File: src/rtl/divider_8bit_seq.sv
// Sequential signed divider: 2W-bit dividend / W-bit divisor -> W-bit quotient
// and remainder. Restoring shift-subtract on magnitudes, one quotient bit per
// cycle, followed by a single sign-fix cycle. Start/busy/done handshake.
module divider_8bit_seq #(
  parameter int W = 8
) (
  input  logic           cclk,
  input  logic           rst_n,
  input  logic           start,
  input  logic [2*W-1:0] X,
  input  logic [W-1:0]   Y,
  output logic           busy,
  output logic           done,
  output logic [W-1:0]   Q,
  output logic [W-1:0]   R,
  output logic           dbz,
  output logic           ovf
);

  typedef enum logic [1:0] {IDLE, CALC, FIX} state_t;

  localparam int CW = $clog2(2*W);
  // Largest positive quotient magnitude; the negative limit is one more.
  localparam logic [2*W-1:0] QPOS = {{(W+1){1'b0}}, {(W-1){1'b1}}};
  localparam logic [2*W-1:0] QNEG = QPOS + 1'b1;

  state_t          state, nxt;
  logic [CW-1:0]   cnt;
  logic [2*W-1:0]  dvd;     // dividend magnitude, consumed MSB first
  logic [2*W-1:0]  qmag;    // quotient magnitude, built LSB in
  logic [W:0]      rem;     // partial remainder, one guard bit for the shift
  logic [W-1:0]    ymag;
  logic            sign_q, sign_r;

  // Operand magnitudes kept unsigned so the most-negative values survive.
  logic [2*W-1:0]  xabs;
  logic [W-1:0]    yabs;
  assign xabs = X[2*W-1] ? (~X + 1'b1) : X;
  assign yabs = Y[W-1]   ? (~Y + 1'b1) : Y;

  // One restoring step: bring in next dividend bit, trial-subtract divisor.
  logic [W:0]      shifted, diff;
  logic            ge;
  assign shifted = {rem[W-1:0], dvd[2*W-1]};
  assign diff    = shifted - {1'b0, ymag};
  assign ge      = (shifted >= {1'b0, ymag});

  // Signed results from the finished magnitudes.
  logic [W-1:0]    qlo, rlo;
  logic            ovf_c;
  assign qlo   = qmag[W-1:0];
  assign rlo   = rem[W-1:0];
  assign ovf_c = sign_q ? (qmag > QNEG) : (qmag > QPOS);

  // State register.
  always_ff @(posedge cclk) begin
    if (!rst_n) state <= IDLE;
    else        state <= nxt;
  end

  // Next-state decode; busy covers every non-idle cycle.
  always_comb begin
    nxt  = state;
    busy = 1'b0;
    case (state)
      IDLE: if (start) nxt = (Y == '0) ? FIX : CALC;
      CALC: begin
        busy = 1'b1;
        if (cnt == '0) nxt = FIX;
      end
      FIX: begin
        busy = 1'b1;
        nxt  = IDLE;
      end
      default: nxt = IDLE;
    endcase
  end

  // Operand capture, shift-subtract iterations, result write-back.
  always_ff @(posedge cclk) begin
    if (!rst_n) begin
      cnt    <= '0;
      dvd    <= '0;
      qmag   <= '0;
      rem    <= '0;
      ymag   <= '0;
      sign_q <= 1'b0;
      sign_r <= 1'b0;
      done   <= 1'b0;
      Q      <= '0;
      R      <= '0;
      dbz    <= 1'b0;
      ovf    <= 1'b0;
    end else begin
      done <= 1'b0;
      case (state)
        IDLE: if (start) begin
          dvd    <= xabs;
          ymag   <= yabs;
          sign_q <= X[2*W-1] ^ Y[W-1];
          sign_r <= X[2*W-1];
          qmag   <= '0;
          rem    <= '0;
          cnt    <= CW'(2*W-1);
        end
        CALC: begin
          dvd  <= {dvd[2*W-2:0], 1'b0};
          qmag <= {qmag[2*W-2:0], ge};
          rem  <= ge ? diff : shifted;
          cnt  <= cnt - 1'b1;
        end
        FIX: begin
          done <= 1'b1;
          if (ymag == '0) begin
            Q   <= '0;
            R   <= '0;
            dbz <= 1'b1;
            ovf <= 1'b0;
          end else begin
            Q   <= sign_q ? (~qlo + 1'b1) : qlo;
            R   <= sign_r ? (~rlo + 1'b1) : rlo;
            dbz <= 1'b0;
            ovf <= ovf_c;
          end
        end
        default: ;
      endcase
    end
  end

endmodule

File: config.mk
export PLATFORM = sky130hd
export DESIGN_NAME = divider_8bit_seq
export DESIGN_NICKNAME = d
export VERILOG_FILES = /design/src/rtl/divider_8bit_seq.sv
export SDC_FILE = /design/constraint.sdc
export NUM_CORES = 1
export LEC_CHECK = 0
export CAP_MARGIN = 20
export CORE_ASPECT_RATIO = 0.7
export CORE_UTILIZATION = 60
export DETAILED_ROUTE_END_ITERATION = 6
export DONT_BUFFER_PORTS = 1
export PLACE_DENSITY = 0.76
export SLEW_MARGIN = 10
export SYNTH_ARGS = -nofsm -noshare
export SYNTH_HDL_FRONTEND = slang
export SYNTH_SLANG_ARGS = --single-unit
File: constraint.sdc
create_clock -name cclk -period 2.7 [get_ports cclk]
set_input_delay 0.27 -clock cclk [delete_from_list [all_inputs] [get_ports cclk]]
set_output_delay 0.27 -clock cclk [all_outputs]
set_load 0.03 [all_outputs]
==> impl_metrics.py <==
metrics = {
    "status": {
        "status": "completed",
    },
    "synth": {
        "syn_area_um2": 4050,
        "synthTopCellsByCount": "75 x dfxtp_1, 44 x nand2_1, 43 x nor2_1, 32 x a21oi_1, 31 x o21ai_0",
        "synth_area_leaders": "dfxtp_1 37%, ha_1 4.9%, xnor2_1 4.1%",
        "synthCells": 484,
        "postSynthAreaPerCell_um2": 8.37,
        "yosysUniqueCellTypes": 56,
        "async_reset_ff_frac": 0,
        "synth_edf_count": 0,
        "yosysTopAreaCellShare": 0.371,
        "synth_top_area_cell": "dfxtp_1",
        "ys_seq_area_frac": 0.371,
        "synth-main-ff-cell": "dfxtp_1",
        "syn_nets": 528,
        "synth.most_common_cell": "dfxtp_1",
        "yosysWarnings": 0,
        "ys_ff_latch": 75,
    },
    "grt": {
        "grt_use_total": 0.277,
        "grt_remaining_overflow": 0,
        "grt_start_max_net_pins": 32,
        "antenna_found_initial": 0,
        "grt_pass1_wl_mm": 15.3,
        "grt_pass1_vias": 3283,
    },
    "clock_network": {
        "clock_sinks": 75,
        "clkTransAtPathRegs_ps": 70,
        "ctsLongestPathBuffers": 2,
        "cts.hold.buffers_added": 0,
        "clk_latency_ps": 350,
        "post_cts_buffers": 0,
        "cts_buffers": 9,
        "h-tree-depth": 3,
        "cts_tree": "built",
        "cts-root-buf": "clkbuf_8",
        "cts_resized": 0,
    },
    "floorplan": {
        "io_pins": 47,
        "die_x_um": 100,
        "die_h_um": 70.8,
        "fp-row-count": 24,
        "initial_utilization": 0.636,
        "design.die.area_um2": 7090,
        "coreArea_um2": 6370,
    },
    "finish": {
        "layout.nets": 515,
        "nFillCells": 567,
        "n_antenna_cell": 0,
        "area_growth_pct": 5.03,
        "drive_gt1_frac": 0.0693,
        "fin_util": 0.668,
    },
    "sta": {
        "maxSlewHeadroom": 0.446,
        "final.setup.tns_ps": 0,
        "hold_slack_ps": 44.0,
        "period_minus_slack_ps": 2180,
        "hold_viol": 0,
        "max_freq_mhz": 458,
        "fin_crit_sh": 0.808,
        "final_max_slew_viol_count": 0,
        "worst_slew_pin_slew_ps": 828,
        "rsz0062_at_grt": "no",
        "fin_skew_ps": 8.42,
        "setup_viol": 0,
    },
    "pwr": {
        "power.leakage_nw": 1.59,
        "powerDensity_nw_per_um2": 613,
        "power.total_mw": 2.61,
        "peakVddDrop_uv": 346,
    },
    "placement": {
        "globalplace.congestion": 0.989,
        "io_buffer_count": 0,
        "place_hpwl_mm": 6.45,
    },
    "routing": {
        "wl_per_cell_um": 15.6,
        "ant_nets": 0,
        "routed_via_density": 6.03,
        "drt-pass1-iter-count": 5,
        "drc": 0,
        "drt_iter0_markers": 183,
        "dr_total_vias": 3417,
        "drt-total-wl_mm": 8.86,
    },
    "critical_path": {
        "start_kind": "register",
        "crit_fanout": 20,
        "end_kind": "register",
        "cp-startpoint": "state[1]",
        "crit_required_ps": 2930,
        "arrival_ps": 2420,
        "r2r_start": "state[1]",
        "path_class": "reg2reg",
    },
    "worst_hold_path": {
        "hold_path_class": "in2reg",
        "hp-start": "rst_n",
    },
    "run": {
        "cap_violations": 0,
    },
}
cell usage in the layout, fill, tap and decap left out, types with 2 or more instances in the layout:
cell and n:
o41ai_1 5, o21ai_0 31, clkbuf_8 9, and2_1 2, a22oi_1 17, nand2b_1 13, mux2i_1 10, o211ai_1 3
xor2_1 17, nor3_1 2, nand3_1 11, buf_4 7, a31oi_1 4, nor2b_1 8, or4_1 6, a211oi_1 6
clkinv_2 5, a32oi_1 2, inv_1 26, o31ai_1 13, a21oi_1 31, a222oi_1 3, nor2_1 43, nand3b_1 9
or3b_2 3, xnor2_1 19, nand2_1 44, or3_1 3, nor4_1 5, o221ai_1 2, ha_1 16, dfxtp_1 75
state kept, by name, summed over array words and instances, names as in the netlist, 2 cells and up:
name,count
ymag,8
qmag,16
cnt,4
Q,8
state,2
R,8
rem,8
dvd,16
layout make-up:
type	count	area [um2]	share of cell area
Tap cell	91	114	0.0268
Inverter	26	97.6	0.0229
Multi-Input combinational cell	352	2330	0.547
Timing Repair Buffer	7	52.6	0.0123
Clock inverter	6	32.5	0.00764
Clock buffer	10	128	0.0300
Sequential cell	75	1500	0.353
metal layers:
layer | GRT usage | share of wire | up-vias
met1 | 0.374 | 0.48 | 1594
met2 | 0.412 | 0.42 | 123
li1 | - | - | 1688
met4 | 0.0837 | 0.013 | 0
met5 | 0 | 0 | -
met3 | 0.102 | 0.087 | 12
final timing paths:
kind,end,slack [ps],depth (start not counted)
setup / recovery,rem[5],520,6
hold / removal,done,40,1
setup reg to reg,rem[5],520,6
hold reg to reg,dvd[2],460,2
kinds of logic after synthesis:
kind of cell,synth area share
XOR/XNOR,0.0778
adder cells (fa/ha/maj),0.0544
AO/OA/AOI/OAI,0.226
AND/OR/NAND/NOR,0.191
buffers and inverters,0.0553
flip-flops,0.371
multiplexers,0.0247
report_power, final:
| part | total [mW] | internal (mW) | switching (mW) |
|---|---|---|---|
| clock | 0.729 | 0.325 | 0.404 |
| sequential | 1.25 | 1.18 | 0.0673 |
| combinational | 0.635 | 0.260 | 0.375 |
| total | 2.61 | 1.76 | 0.846 |
worst max-delay path, cell delays in order (launching register included):
cell and delay [ps]:
dfxtp_1 320, inv_1 80, ha_1 660, a21o_1 470
nor2_1 220, a32oi_1 220, o31ai_1 90
metrics by stage:
| step | cells | worst slack [ps] | cell area (um2) |
|---|---|---|---|
| finish | 567 | 518 | 4260 |
| global route | 567 | 323 | 4260 |
| CTS | 567 | 541 | 4260 |
| detailed placement | 551 | 569 | 4100 |
| global placement | 551 | 642 | 4100 |
| floorplan | 484 | 820 | 4050 |
Note: power is estimated with default switching activity, not from simulation.
